**config.mk**
```make
export PLATFORM = sky130hd
export DESIGN_NAME = rr_mux_reg
export DESIGN_NICKNAME = d
export VERILOG_FILES = /design/src/rtl/rr_mux_reg.sv
export SDC_FILE = /design/constraint.sdc
export NUM_CORES = 1
export LEC_CHECK = 0
export ABC_AREA = 1
export CORE_MARGIN = 1
export CORE_UTILIZATION = 35
export DETAILED_ROUTE_END_ITERATION = 10
export GPL_TIMING_DRIVEN = 1
export HOLD_SLACK_MARGIN = 0.06
export PLACE_DENSITY = 0.79
export SYNTH_ARGS = -nofsm -noshare
export SYNTH_HDL_FRONTEND = slang
export SYNTH_SLANG_ARGS = --single-unit
```
**constraint.sdc**
```tcl
create_clock -name clk -period 4.95 [get_ports clk]
set_input_delay 0.495 -clock clk [delete_from_list [all_inputs] [get_ports clk]]
set_output_delay 0.495 -clock clk [all_outputs]
set_load 0.005 [all_outputs]
```
**src/rtl/rr_mux_reg.sv**
```systemverilog
// rr_mux_reg: N-input registered multiplexer with valid/ready handshakes.
// The channel is chosen internally, either round-robin (starting at rr_ptr)
// or fixed priority (lowest index wins). A single output register stage
// gives a latency of one cycle and a throughput of one beat per cycle.
module rr_mux_reg #(
    parameter int WIDTH = 32,
    parameter int N     = 4,
    localparam int SELW = (N > 1) ? $clog2(N) : 1
) (
    input  logic               clk,
    input  logic               rst_n,
    input  logic               prio_mode,
    input  logic [N*WIDTH-1:0] in_data,
    input  logic [N-1:0]       in_valid,
    output logic [N-1:0]       in_ready,
    output logic [WIDTH-1:0]   out_data,
    output logic [SELW-1:0]    out_sel,
    output logic               out_valid,
    input  logic               out_ready
);

    typedef enum logic {
        ST_EMPTY = 1'b0,
        ST_FULL  = 1'b1
    } state_t;

    state_t            state_r;
    logic [WIDTH-1:0]  out_data_r;
    logic [SELW-1:0]   out_sel_r;
    logic [SELW-1:0]   rr_ptr_r;

    logic              load_en_s;
    logic              any_valid_s;
    logic [SELW-1:0]   grant_idx_s;
    logic [N-1:0]      grant_s;
    logic [WIDTH-1:0]  sel_data_s;
    logic [SELW-1:0]   next_ptr_s;

    // The output register can take a new beat when empty or when its beat leaves now.
    assign load_en_s = (state_r == ST_EMPTY) || out_ready;

    // Arbitration: pick the valid channel with the smallest search distance.
    // Distance is the channel index in fixed mode, or the wrapped offset from rr_ptr in RR mode.
    always_comb begin
        int ptr;
        int key;
        int best_key;
        ptr         = int'(rr_ptr_r);
        key         = 0;
        best_key    = N;
        any_valid_s = 1'b0;
        grant_idx_s = {SELW{1'b0}};
        for (int j = 0; j < N; j++) begin
            if (prio_mode) begin
                key = j;
            end else if (j >= ptr) begin
                key = j - ptr;
            end else begin
                key = j + N - ptr;
            end
            if (in_valid[j] && (key < best_key)) begin
                best_key    = key;
                grant_idx_s = SELW'(j);
                any_valid_s = 1'b1;
            end else begin
                best_key    = best_key;
            end
        end
    end

    // Expand the winning index into a one-hot grant and select its data (AND-OR mux).
    always_comb begin
        grant_s    = {N{1'b0}};
        sel_data_s = {WIDTH{1'b0}};
        for (int j = 0; j < N; j++) begin
            grant_s[j] = any_valid_s && (grant_idx_s == SELW'(j));
            sel_data_s = sel_data_s | ({WIDTH{grant_s[j]}} & in_data[j*WIDTH +: WIDTH]);
        end
    end

    // Round-robin pointer moves to the channel after the one just granted, wrapping at N-1.
    always_comb begin
        if (grant_idx_s == SELW'(N - 1)) begin
            next_ptr_s = {SELW{1'b0}};
        end else begin
            next_ptr_s = grant_idx_s + SELW'(1);
        end
    end

    assign in_ready = {N{load_en_s}} & grant_s;

    // Output stage FSM: EMPTY/FULL tracks out_valid; loads the granted beat whenever load is allowed.
    always_ff @(posedge clk or negedge rst_n) begin
        if (!rst_n) begin
            state_r    <= ST_EMPTY;
            out_data_r <= {WIDTH{1'b0}};
            out_sel_r  <= {SELW{1'b0}};
            rr_ptr_r   <= {SELW{1'b0}};
        end else begin
            case (state_r)
                ST_EMPTY: begin
                    if (any_valid_s) begin
                        state_r    <= ST_FULL;
                        out_data_r <= sel_data_s;
                        out_sel_r  <= grant_idx_s;
                        rr_ptr_r   <= next_ptr_s;
                    end else begin
                        state_r    <= ST_EMPTY;
                    end
                end
                ST_FULL: begin
                    if (out_ready && any_valid_s) begin
                        state_r    <= ST_FULL;
                        out_data_r <= sel_data_s;
                        out_sel_r  <= grant_idx_s;
                        rr_ptr_r   <= next_ptr_s;
                    end else if (out_ready) begin
                        state_r    <= ST_EMPTY;
                    end else begin
                        state_r    <= ST_FULL;
                    end
                end
                default: begin
                    state_r <= ST_EMPTY;
                end
            endcase
        end
    end

    assign out_valid = (state_r == ST_FULL);
    assign out_data  = out_data_r;
    assign out_sel   = out_sel_r;

endmodule

```
==> results.md <==
- Maximum VDD drop: around 400 uV
- DIE AREA: 0.00869 mm^2
- Hold Buf Count CTS: 0
- Layout cells sized above 1: 7.58%
- Final Max Slew Viols: 0
- Largest net degree at the start of global routing: 72
- Status: finished clean
- CP required: roughly 4.5 ns
- Avg Vias per Cell: about 5.0
- Initial DRC Count: 140
- PD cells: 548 mW/mm^2
- Switching Share: 47.5%
- Pleak: ~2.2 nW
- Largest area contributor in the netlist: dfrtp_1
- Min Tclk post-route: 4.59 ns
- Post-synthesis sequential element count: 37
- Register-to-Register Path Depth: 36
- Hpwl dp: 7500 um
- Yosys warns: 0
- Worst-margin pin slew: ~0.84 ns
- Synth Area in Simple Gates: 51.7%
- Setup Skew: 0.00694 ns
- Min-Delay Path Class: in2async
- Total Wirelength: between 10,000 and 15,000 um
- Cts bufs inserted: 5
- Gate Count Post-Synth: 454
- Crit-path max FO: 4
- Commonest non-fill, non-tap cell in the layout: clkdlybuf4s50_1
- Final net count: around 770
- Most frequent cells in the layout: 170 x clkdlybuf4s50_1, 163 x nand3_1, 106 x nor2_1
- Row count: 32
- Drt pass-1 iters: 4
- Remaining DRCs: 0
- Slowest stage delay, CP: 0.52 ns
- GRT overflow: 0
- Largest family of logic cells by synthesized area: simple AND/OR/NAND/NOR gates
- Reg2reg setup slack: about 0.70 ns
- Fin cells: 722
- Area growth from synthesis to layout: 66.9%
- Post-Synth Adder-Cell Area: 4.72%
- Root Buffer: clkbuf_8
- Synth unique cells: 22
- Flop pwr share: 20.4%
- Proportion of synthesized area in mux cells: 0%
- Area of the mapped netlist: 0.00291 mm^2
- Hold slack: 0.307 ns
- Ant. Diodes: 0
- Comb power frac: 72.0%
- Critical path endpoint category: output port
- Fmax: 0.218 GHz
- Buffers on Ports: 174
- GP Congestion: 0.806
- Initial core utilization: 36.9%
- Crit-path slowest cell: clkdlybuf4s50_1
- Routed via count: 3,636
- Clock sinks: 37
- CP dominant cell by count: nand2_1
- H-Tree Depth: 2
- Core area: 0.00789 mm^2
- Reg2reg end: out_data[14]$_DFFE_PN0P_
- Average cell area after synthesis: 6.42 um^2
- Reg-to-reg startpoint: rr_ptr_r[1]$_DFFE_PN0P_
- Die X-Extent: 93.2 um
- CP startpoint kind: input port
- Final Hold Vio Count: 0
- I/O pin count: 175
- CTS max path bufs: 2
- Setup violations, final: 0
- Top cell type's share of synthesized area: 31.8%
- Psw: 1.27 mW
- Max transition margin: 44.3%
- Final period util: 92.8%
- Clk slew on worst S/H paths: 0.07 ns
- Mapped Nets: 601
- CP Class: in2out
- Max cap viols: 0
- Pint: 1.40 mW
- CTS tree: yes
- Placed insts: approximately 710
- Synth Area in XOR/XNOR: 0%
- GRT Total Usage: 23.7%
- Final Power: ~2.7 mW
- Antenna violations before repair: 0
- Number of nets still failing antenna checks after routing: 0
- Post-synthesis compound-gate area fraction: 3.01%
- CP arrival: approximately 4.1 ns
- Chip height: 93.2 um
- Worst-skew pair later-pin latency: 0.29 ns
- First-pass GRT wire length: 16,100 um
- Wire length per cell: approximately 14 um
- Seq/Total Area, Yosys: 31.8%
- Clk pwr share: 7.6%
- Vias in the first global route: 3,424
- Top area cells in the synthesized netlist: dfrtp_1 32%, nand3_1 28%, nor2_1 14%, nand2_1 7.7%, ha_1 4.7%
==> critical path: cells and delay by family <==
kind,cells,cell delay (ns)
AO/OA/AOI/OAI,3,0.19
buffers and inverters,4,1.09
AND/OR/NAND/NOR,20,1.46
adder cells (fa/ha/maj),3,0.83
==> worst max path at each step <==
stage | start | to
floorplan | rr_ptr_r[0]$_DFFE_PN0P_ | in_ready[0]
detailed placement | prio_mode | in_ready[0]
global route | rr_ptr_r[0]$_DFFE_PN0P_ | in_ready[0]
global placement | prio_mode | in_ready[0]
CTS | rr_ptr_r[0]$_DFFE_PN0P_ | in_ready[0]
finish | prio_mode | in_ready[2]
==> what timing repair did <==
item                       CTS  global route
setup endpoints to repair    3             4
pin swaps                    0             0
gates resized for setup      6            10
buffers inserted             1             0
==> through the flow <==
stage / area [um^2] / util (%) / setup TNS (ns) / worst slack [ns]
5_1_grt: 4860 / 61.6 / -0.0165 / -0.0123
4_1_cts: 4840 / 61.3 / 0 / 0.00880
6_report: 4860 / 61.6 / 0 / 0.355
3_5_place_dp: 4740 / 60.1 / -0.282 / -0.155
2_1_floorplan: 2910 / - / 0 / 0.197
3_3_place_gp: 4740 / 60.1 / -0.0118 / -0.0118
==> flip-flops by register name, summed over array words and instances (netlist names) <==
register / cells
out_sel: 2
out_valid: 1
out_data: 32
rr_ptr_r: 2
==> logic make-up after synthesis <==
logic type | count (synthesis)
buf+inv | 54
flops | 37
fa+ha+maj | 11
simple gates | 339
compound gates | 13
==> Yosys cell counts, drive strengths merged <==
cell type / instances
nand3: 165
nand2: 63
nor2: 108
a21boi: 1
o21a: 2
inv: 20
o21ai: 8
ha: 11
buf: 25
clkbuf: 9
dfrtp: 37
nor3: 2
a21oi: 2
or2: 1
==> per-layer routing <==
metal	share of wire, %	track usage (%)	wire length (um)	vias to the layer above
met5	0	0	0	-
met4	2.6	8.72	263	0
met2	49	41.8	5080	149
met1	39	27.6	4020	1638
li1	-	-	-	1831
met3	8.8	5.77	902	18
==> cell type report <==
class                   count  area (um^2)
flip-flops and latches     37          926
clock buffers               6         72.6
fillers                   724         3030
repair buffers            192         1890
inverters                  20         75.1
clock inverters             2         10.0
well taps                 102          128
multi-input cells         363         1760
==> power by group through the flow <==
| stage | Sequential (mW) | Clock (mW) | Combinational (mW) |
|---|---|---|---|
| after floorplan | 0.563 | 0 | 1.12 |
| after detailed placement | 0.554 | 0 | 1.89 |
| final | 0.545 | 0.202 | 1.92 |
| after global routing | 0.563 | 0.225 | 2.15 |
| after CTS | 0.545 | 0.212 | 1.92 |
| after global placement | 0.545 | 0 | 1.85 |
No activity file was read; power rests on OpenSTA's default activity.
